[config.mk]
export PLATFORM = sky130hd
export DESIGN_NAME = uart_rx_to_axis_flat
export DESIGN_NICKNAME = d
export VERILOG_FILES = /design/src/rtl/uart_rx_to_axis_if.sv /design/src/rtl/uart_rx_to_axis.sv /design/src/flat_wrapper.sv
export SDC_FILE = /design/constraint.sdc
export NUM_CORES = 1
export LEC_CHECK = 0
export CAP_MARGIN = 40
export CELL_PAD_IN_SITES_DETAIL_PLACEMENT = 1
export CELL_PAD_IN_SITES_GLOBAL_PLACEMENT = 1
export CORE_MARGIN = 2
export CORE_UTILIZATION = 48
export CTS_BUF_LIST = sky130_fd_sc_hd__clkbuf_8
export CTS_CLUSTER_DIAMETER = 60
export DETAILED_ROUTE_END_ITERATION = 6
export PLACE_DENSITY = 0.8
export SYNTH_ARGS = -nofsm -noshare
export SYNTH_HDL_FRONTEND = slang
export SYNTH_SLANG_ARGS = --single-unit
[constraint.sdc]
create_clock -name aclk -period 2.35 [get_ports aclk]
set_clock_uncertainty 0.1 [all_clocks]
set_input_delay 0.47 -clock aclk [delete_from_list [all_inputs] [get_ports aclk]]
set_output_delay 0.47 -clock aclk [all_outputs]
set_load 0.005 [all_outputs]
[src/rtl/uart_rx_to_axis_if.sv]
// AXI-Stream beat bundle for the UART receiver output.
// tuser {frame_err, parity_err} exists only with UART_RX_ERR_TUSER_EN.
interface uart_rx_to_axis_if;
  logic [7:0] tdata;
  logic       tvalid;
  logic       tready;
`ifdef UART_RX_ERR_TUSER_EN
  logic [1:0] tuser;

  modport master (
    output tdata,
    output tvalid,
    output tuser,
    input  tready
  );

  modport slave (
    input  tdata,
    input  tvalid,
    input  tuser,
    output tready
  );
`else
  modport master (
    output tdata,
    output tvalid,
    input  tready
  );

  modport slave (
    input  tdata,
    input  tvalid,
    output tready
  );
`endif
endinterface

[src/rtl/uart_rx_to_axis.sv]
// UART receiver: RX frames to AXI-Stream beats via a one-beat output register.
// UART_RX_ERR_TUSER_EN: deliver errored words with tuser flags instead of dropping.
module uart_rx_to_axis #(
  parameter int CLK_FREQ      = 100,
  parameter int BIT_RATE      = 115200,
  parameter int BIT_PER_WORD  = 8,
  parameter int PARITY_BIT    = 0,
  parameter int STOP_BITS_NUM = 1
) (
  input  logic              aclk,
  input  logic              areset,
  input  logic              RX,
  uart_rx_to_axis_if.master axis
);

  localparam int BIT_CYCLES = (CLK_FREQ * 1_000_000) / BIT_RATE;
  localparam int HALF       = BIT_CYCLES / 2;
  localparam int CW         = $clog2(BIT_CYCLES + 1);

  localparam logic [CW-1:0] HALF_M1 = CW'(HALF - 1);
  localparam logic [CW-1:0] BIT_M1  = CW'(BIT_CYCLES - 1);
  localparam logic [2:0]    LAST_BIT = 3'(BIT_PER_WORD - 1);

  typedef enum logic [2:0] {
    S_IDLE,
    S_START,
    S_DATA,
    S_PARITY,
    S_STOP1,
    S_STOP2
  } state_t;

  state_t        r_state;
  state_t        w_state_n;
  logic [CW-1:0] r_cnt;
  logic          r_rx_meta;
  logic          r_rx_s;
  logic [2:0]    r_bit;
  logic [7:0]    r_shift;
  logic          r_par_err;
  logic          r_frm_err;
  logic          r_armed;
  logic          r_dlv;
  logic [7:0]    r_tdata;
  logic          r_tvalid;

  logic w_half;
  logic w_mid;
  logic w_last_bit;
  logic w_stop_smp;
  logic w_last_stop;
  logic w_cnt_clr;
  logic w_par_exp;
  logic w_ok;
  logic w_take;

  assign w_half     = (r_cnt == HALF_M1);
  assign w_mid      = (r_cnt == BIT_M1);
  assign w_last_bit = (r_bit == LAST_BIT);
  assign w_par_exp  = (PARITY_BIT == 1) ? ~^r_shift : ^r_shift;

  assign w_stop_smp = w_mid &&
                      (r_state == S_STOP1 || r_state == S_STOP2);
  assign w_last_stop = (r_state == S_STOP2) ||
                       (r_state == S_STOP1 && STOP_BITS_NUM != 2);

  assign w_cnt_clr = (w_state_n != r_state) || w_mid ||
                     (r_state == S_IDLE);

  always_ff @(posedge aclk or posedge areset) begin
    if (areset) begin
      r_rx_meta <= 1'b1;
      r_rx_s    <= 1'b1;
    end else begin
      r_rx_meta <= RX;
      r_rx_s    <= r_rx_meta;
    end
  end

  always_ff @(posedge aclk or posedge areset) begin
    if (areset) begin
      r_state <= S_IDLE;
      r_cnt   <= '0;
    end else begin
      r_state <= w_state_n;
      r_cnt   <= w_cnt_clr ? '0 : r_cnt + 1'b1;
    end
  end

  always_comb begin
    w_state_n = r_state;
    unique case (r_state)
      S_IDLE:
        if (r_armed && !r_rx_s) w_state_n = S_START;
      S_START:
        if (w_half) w_state_n = r_rx_s ? S_IDLE : S_DATA;
      S_DATA:
        if (w_mid && w_last_bit)
          w_state_n = (PARITY_BIT != 0) ? S_PARITY : S_STOP1;
      S_PARITY:
        if (w_mid) w_state_n = S_STOP1;
      S_STOP1:
        if (w_mid)
          w_state_n = (STOP_BITS_NUM == 2) ? S_STOP2 : S_IDLE;
      S_STOP2:
        if (w_mid) w_state_n = S_IDLE;
      default:
        w_state_n = S_IDLE;
    endcase
  end

  always_ff @(posedge aclk or posedge areset) begin
    if (areset) begin
      r_shift   <= '0;
      r_bit     <= '0;
      r_par_err <= 1'b0;
      r_frm_err <= 1'b0;
      r_armed   <= 1'b1;
      r_dlv     <= 1'b0;
    end else begin
      r_dlv <= w_stop_smp && w_last_stop;
      if (r_state == S_START) begin
        r_shift   <= '0;
        r_bit     <= '0;
        r_par_err <= 1'b0;
        r_frm_err <= 1'b0;
      end
      if (r_state == S_DATA && w_mid) begin
        r_shift[r_bit] <= r_rx_s;
        r_bit          <= r_bit + 1'b1;
      end
      if (r_state == S_PARITY && w_mid)
        r_par_err <= (r_rx_s != w_par_exp);
      if (w_stop_smp)
        r_frm_err <= r_frm_err | ~r_rx_s;
      // a broken frame may leave the line low; rearm only once it idles
      if (w_stop_smp && w_last_stop && (r_frm_err || !r_rx_s))
        r_armed <= 1'b0;
      else if (r_state == S_IDLE && r_rx_s)
        r_armed <= 1'b1;
    end
  end

`ifdef UART_RX_ERR_TUSER_EN
  assign w_ok = 1'b1;
`else
  assign w_ok = ~(r_par_err | r_frm_err);
`endif

  // a word arriving while the held beat is stalled is dropped
  assign w_take = r_dlv && w_ok && (!r_tvalid || axis.tready);

`ifdef UART_RX_ERR_TUSER_EN
  logic [1:0] r_tuser;

  always_ff @(posedge aclk or posedge areset) begin
    if (areset) r_tuser <= '0;
    else if (w_take) r_tuser <= {r_frm_err, r_par_err};
  end

  assign axis.tuser = r_tuser;
`endif

  always_ff @(posedge aclk or posedge areset) begin
    if (areset) begin
      r_tvalid <= 1'b0;
      r_tdata  <= '0;
    end else if (w_take) begin
      r_tvalid <= 1'b1;
      r_tdata  <= r_shift;
    end else if (axis.tready) begin
      r_tvalid <= 1'b0;
    end
  end

  assign axis.tdata  = r_tdata;
  assign axis.tvalid = r_tvalid;

endmodule
[src/flat_wrapper.sv]
// flat-port wrapper written by rule: the top's interface ports become plain ports
module uart_rx_to_axis_flat 
#(
  parameter int CLK_FREQ      = 100,
  parameter int BIT_RATE      = 115200,
  parameter int BIT_PER_WORD  = 8,
  parameter int PARITY_BIT    = 0,
  parameter int STOP_BITS_NUM = 1
)
  (aclk, areset, RX, axis_tdata, axis_tvalid, axis_tready);
  uart_rx_to_axis_if axis_i ();
  input  logic aclk;
  input  logic areset;
  input  logic RX;
  output wire logic [$bits(axis_i.tdata)-1:0] axis_tdata;
  output wire logic [$bits(axis_i.tvalid)-1:0] axis_tvalid;
  input wire logic [$bits(axis_i.tready)-1:0] axis_tready;
  assign axis_tdata = axis_i.tdata;
  assign axis_tvalid = axis_i.tvalid;
  assign axis_i.tready = axis_tready;
  uart_rx_to_axis #(.CLK_FREQ(CLK_FREQ), .BIT_RATE(BIT_RATE), .BIT_PER_WORD(BIT_PER_WORD), .PARITY_BIT(PARITY_BIT), .STOP_BITS_NUM(STOP_BITS_NUM)) u_core (.aclk(aclk), .areset(areset), .RX(RX), .axis(axis_i));
endmodule
=== Word level (Yosys, flattened, before mapping) ===
Cells that the tools add are included.

* Mux-type cells: 22
* $add $sub $neg: 2
* Reduce and logical (&&, ||, !) cells: 26
* Bitwise logic cells: 4
* Equality and inequality tests: 10
* Order comparisons: 2

{| class="wikitable"
|+ Operator list
! cell !! count
|-
| $mux W3 || 7
|-
| $mux W8 || 2
|-
| $pmux W3 S5 || 1
|-
| $logic_and A1 B1 Y1 || 11
|-
| $add A10 B1 Y10 const B || 1
|-
| $eq A10 B10 Y1 const B || 1
|-
| $eq A10 B9 Y1 const B || 1
|-
| $mux W10 || 1
|-
| $reduce_bool A2 Y1 || 5
|-
| $eq A3 B3 Y1 const B || 3
|-
| $bwmux W8 || 1
|-
| $mux W1 || 8
|-
| $reduce_xor A8 Y1 || 1
|-
| $eq A3 B2 Y1 const B || 2
|-
| $logic_or A1 B1 Y1 || 5
|-
| $lt A3 B4 Y1 const B || 1
|-
| $add A3 B1 Y3 const B || 1
|-
| $demux W1 S3 || 1
|-
| $eq A3 B1 Y1 const B || 1
|-
| $ge A3 B1 Y1 const B || 1
|-
| $logic_not A3 Y1 || 1
|-
| $ne A3 B3 Y1 || 1
|-
| $logic_not A1 Y1 || 2
|-
| $mux W2 || 1
|-
| other kinds (4) || 6
|}

* Word-level logic and storage cells: 78
* Register bits: 39
* Bits of input ports: 4

=== Logic depth before layout (Yosys ltp) ===
* Word-level depth: 8
* Gate-level depth with buffers: 6
* Depth with buffers taken out: 6

=== Worst setup path before layout ===
No wires, ideal clock.

* Path kind: register to register
* From: register u_core.r_cnt[3]
* To: register u_core.r_bit[0]
* Arrival: 1958 ps
* Library setup time: 80 ps
* Required time: 2170 ps
* Period minus slack after synthesis: 2138 ps
* Setup slack: 212 ps
* Path buffers: 2
* Cell stages (with the launch flop): 7
* Cell sequence: dfrtp_1 or3b_1 buf_2 or3_1 buf_2 or4_1 o211ai_2

* Word-level cells in the longest chain between the ends: 3
* Elaborated cells on any way between the ends: 4
* Those cells by class: eq/ne (1); mux (1); reduce/logical (2)

{| class="wikitable"
|+ RTL lines
! item !! line !! RTL
|-
| start: declaration || uart_rx_to_axis.sv:35 || <nowiki>logic [CW-1:0] r_cnt;</nowiki>
|-
| start signal: assignment || uart_rx_to_axis.sv:86 || <nowiki>r_cnt <= w_cnt_clr ? '0 : r_cnt + 1'b1;</nowiki>
|-
| $eq A10 B10 Y1 * || uart_rx_to_axis.sv:58 || <nowiki>assign w_mid = (r_cnt == BIT_M1);</nowiki>
|-
| $logic_and A1 B1 Y1 * || uart_rx_to_axis.sv:128 || <nowiki>if (r_state == S_DATA && w_mid) begin</nowiki>
|-
| $mux W3 / $reduce_bool A2 Y1 (equally long branches) || - ||
|-
| end signal: assignment || uart_rx_to_axis.sv:130 || <nowiki>r_bit <= r_bit + 1'b1;</nowiki>
|-
| end: declaration || uart_rx_to_axis.sv:38 || <nowiki>logic [2:0] r_bit;</nowiki>
|}

Mark *: on every way between the ends. The rest lies on a longest branch, timed or not.
A chain may end at the register's enable or synchronous reset.

=== Worst setup path after layout ===
* From: register u_core.r_cnt[2]
* To: register u_core.r_bit[0]

The elaborated chain is that of the path after synthesis.

==> parameters.txt <==
Parameter                              Value

Outcome
  Result of the run    finished, final reports clean

Synthesis
  Yosys warns    0
  Cell variety after synth    44
  Synthesized area    2003 um2
  Number of flip-flops and latches in the synthesized netlist    39
  Post-synthesis cell count    195
  Per-instance average area after synthesis    10.27 um2
  Mapped Nets    203
  Share of the yosys chip area belonging to registers    0.4891

Setup path
  Required time at the worst-slack endpoint    2.46 ns
  Kind of capture point of the worst setup path    register
  Classification of the worst setup path    register to register
  Top fanout value on the critical path    8
  Cell-by-cell trace of the critical path    or3b_1, or3_4, or4_1, o211ai_2
  Number of cell instances on the worst register-to-register path    4
  Slowest Stage Delay on Critical Path    0.50 ns
  Crit path arrival time    2.32 ns
  Crit start category    register
  Critical Path Slowest Stage Cell    sky130_fd_sc_hd__or4_1

Timing
  Clock period minus worst slack    2.212 ns
  Finish-stage setup viols    0
  Endpoints failing hold    0
  Fmax    452.1 MHz
  Normalized max-slew margin    0.6818
  Final count of pins violating max slew    0
  Final critical-path share of the clock period    0.9411
  Setup repair after global routing missed its margin    no
  Setup WS post-layout    0.1383 ns
  Slew @ Worst Pin    0.4736 ns

Placement
  Placer congestion estimate    0.8168
  Half-perimeter wire length after detailed placement    3.377 mm
  Worst slack at placement    -0.06275 ns
  Total of buffers placed on input and output ports    12

Finish
  Ant. Diodes    0
  Final-layout fill cell count    437
  Final core occ    0.5902
  Most used cells in the layout excluding fill and tap cells    sky130_fd_sc_hd__dfrtp_1 (36), sky130_fd_sc_hd__nand2_1 (23), sky130_fd_sc_hd__nor3_1 (14)
  Post-layout net count    224
  Fraction of final layout cells with drive strength greater than 1    0.1797
  Most common cell after layout, fill and taps aside    sky130_fd_sc_hd__dfrtp_1
  Relative area change from synthesis to final layout    17.86%

Clock tree
  CTS tree    yes
  Clk root buf    sky130_fd_sc_hd__clkbuf_8
  Number of levels the H-tree was split into    2
  Clock slew seen by the registers of the worst setup and hold paths    0.07 ns
  Number of buffers created by CTS    5
  Later-pin clock latency in the skew report    0.29 ns
  Number of hold buffers added after cts    0
  # clock sinks    39
  CTS Buffer Depth    2

Die
  Boundary Pins    13
  Floorplan Core Area    4000 um2
  FP Rows    23
  Initial standard-cell utilization of the core    0.5008
  Floorplan die width    68.60 um
  Area enclosed by the die boundary    4706 um2
  Die extent in y    68.60 um

Global route
  Vias in the first global route    1557
  Global-route wire length before repair    7.596 mm
  Global router's overall resource usage    0.2224
  Maximum number of pins on one net before global-route repair    40
  Total global routing overflow    0
  Initial antenna violation count    0

Route
  Drt drc    0
  Post-route ant nets    0
  Vias per cell    5.749
  Via count of the routed design    1535
  Routed len/inst    17.36 um
  First-pass iteration count of the detailed router    4
  Post-detailed-routing wire length    4.636 mm
  Iteration-0 DRC count of the detailed router    81

Pwr
  Leakage dissipation    1.077 nW
  Peak ir drop on the vdd network    0.5052 mV
  Power density cells    690.8 nW/um2

Min path
  Worst hold path type    register to register
  Hold Path Stages    0

Flow run
  Count of max-cap constraint violations    0
-- metrics by stage --
stage                     hold slack (ns)  total power [mW]  setup TNS [ns]  area (um2)  cells
after floorplan                    0.2452            0.9706               0        2003    195
after global placement             0.2501             1.037               0        2215    257
after detailed placement           0.2488             1.067         -0.2300        2220    258
after CTS                          0.2596             1.641               0        2345    267
after global routing               0.2666             1.722               0        2361    267
final                              0.2583             1.631               0        2361    267
-- report_power, final --
group | internal (mW) | leakage, nW | switching [mW] | total [mW]
combinational | 0.115 | 0.500 | 0.141 | 0.257
sequential | 0.734 | 0.516 | 0.0718 | 0.805
clock | 0.343 | 0.0612 | 0.226 | 0.569
-- cell type report --
class | count | area (um2) | share of cell area
Clock buffer | 6 | 82.58 | 0.03498
Sequential cell | 39 | 979.7 | 0.4149
Multi-Input combinational cell | 140 | 974.7 | 0.4128
Timing Repair Buffer | 23 | 200.2 | 0.08479
Inverter | 7 | 26.28 | 0.01113
Tap cell | 50 | 62.56 | 0.02650
Clock inverter | 2 | 35.03 | 0.01484
-- sequential cells by signal, indices dropped and copies added (netlist names) --
signal	cells
u_core.r_rx_s	1
u_core.r_armed	1
u_core.r_bit	3
u_core.r_frm_err	1
u_core.r_dlv	1
u_core.axis.tvalid	1
u_core.axis.tdata	8
u_core.r_rx_meta	1
u_core.r_state	3
u_core.r_shift	8
u_core.r_cnt	10
u_core.r_par_err	1
-- what timing repair did --
action / in CTS / in global routing
gates resized for setup: 0 / 3
setup buffers: 1 / 0
endpoints found under the setup margin: 10 / 8
pin swaps: 1 / 0
-- worst paths after layout --
path                                  start                 to  slack [ns]
min in group asynchronous            areset  u_core.r_shift[6]        0.50
max reg2reg                 u_core.r_cnt[2]    u_core.r_bit[0]        0.14
max in group asynchronous            areset   u_core.r_rx_meta        1.28
min reg2reg                u_core.r_rx_meta      u_core.r_rx_s        0.26
max                         u_core.r_cnt[2]    u_core.r_bit[0]        0.14
min                        u_core.r_rx_meta      u_core.r_rx_s        0.26
-- Yosys cell counts --
cell type	instances	share of area
sky130_fd_sc_hd__xnor3_1	1	0.011
sky130_fd_sc_hd__or3b_1	1	0.0044
sky130_fd_sc_hd__o21a_1	1	0.0037
sky130_fd_sc_hd__or2_2	1	0.0031
sky130_fd_sc_hd__o221ai_1	2	0.0087
sky130_fd_sc_hd__or4b_2	2	0.010
sky130_fd_sc_hd__or3_1	2	0.0062
sky130_fd_sc_hd__inv_1	6	0.011
sky130_fd_sc_hd__clkbuf_1	5	0.0094
sky130_fd_sc_hd__a211oi_1	2	0.0075
sky130_fd_sc_hd__or4_1	1	0.0037
sky130_fd_sc_hd__a41oi_1	1	0.0044
sky130_fd_sc_hd__o2bb2ai_1	1	0.0044
sky130_fd_sc_hd__or4bb_1	1	0.0056
sky130_fd_sc_hd__a21boi_0	1	0.0037
sky130_fd_sc_hd__nor3_1	15	0.037
sky130_fd_sc_hd__ha_1	4	0.025
sky130_fd_sc_hd__nor4b_1	2	0.0087
sky130_fd_sc_hd__mux2_2	8	0.045
sky130_fd_sc_hd__a21oi_1	3	0.0075
sky130_fd_sc_hd__nor2_1	10	0.019
sky130_fd_sc_hd__nand2b_1	5	0.016
sky130_fd_sc_hd__or3b_2	1	0.0044
sky130_fd_sc_hd__nand2_1	23	0.043
sky130_fd_sc_hd__nor4bb_1	1	0.0050
sky130_fd_sc_hd__nor2b_1	4	0.012
sky130_fd_sc_hd__o21ai_0	4	0.010
sky130_fd_sc_hd__o221a_2	1	0.0056
sky130_fd_sc_hd__xnor2_1	11	0.048
sky130_fd_sc_hd__mux2i_1	8	0.040
sky130_fd_sc_hd__dfstp_2	3	0.039
sky130_fd_sc_hd__dfrtp_1	36	0.45
sky130_fd_sc_hd__o22ai_1	1	0.0031
sky130_fd_sc_hd__xor2_1	3	0.013
sky130_fd_sc_hd__clkinv_1	1	0.0019
sky130_fd_sc_hd__nor4_1	2	0.0062
sky130_fd_sc_hd__o21ai_1	1	0.0025
sky130_fd_sc_hd__o211ai_1	1	0.0037
sky130_fd_sc_hd__o211ai_2	1	0.0062
sky130_fd_sc_hd__nand4b_1	2	0.0087
sky130_fd_sc_hd__nand4_1	1	0.0031
sky130_fd_sc_hd__a31oi_1	1	0.0031
sky130_fd_sc_hd__nand3_1	10	0.025
sky130_fd_sc_hd__buf_2	4	0.010
-- critical path, delay by kind of cell, from the launching register on --
family,cells,cell delay [ns]
simple gates,3,1.48
compound gates,1,0.09
flops,1,0.45
-- routing by layer --
| layer | global-route usage | routed length [um] |
|---|---|---|
| met1 | 0.2627 | 1938 |
| met2 | 0.3918 | 2520 |
| met3 | 0.03571 | 109 |
| met4 | 0.1050 | 67 |
| met5 | 0 | 0 |
-- logic make-up (layout without fill, tap and decap cells) --
group / Yosys count / count (layout) / share of synthesized area
buffers and inverters: 16 / 38 / 0.03248
DFF: 39 / 39 / 0.4891
adders and majority gates: 4 / 4 / 0.02499
muxes: 16 / 16 / 0.08495
and+or+nand+nor: 84 / 84 / 0.2217
xor gates and xnor gates: 15 / 15 / 0.07246
AOI/OAI and AO/OA: 21 / 21 / 0.07433
(Power assumes the default switching activity.)
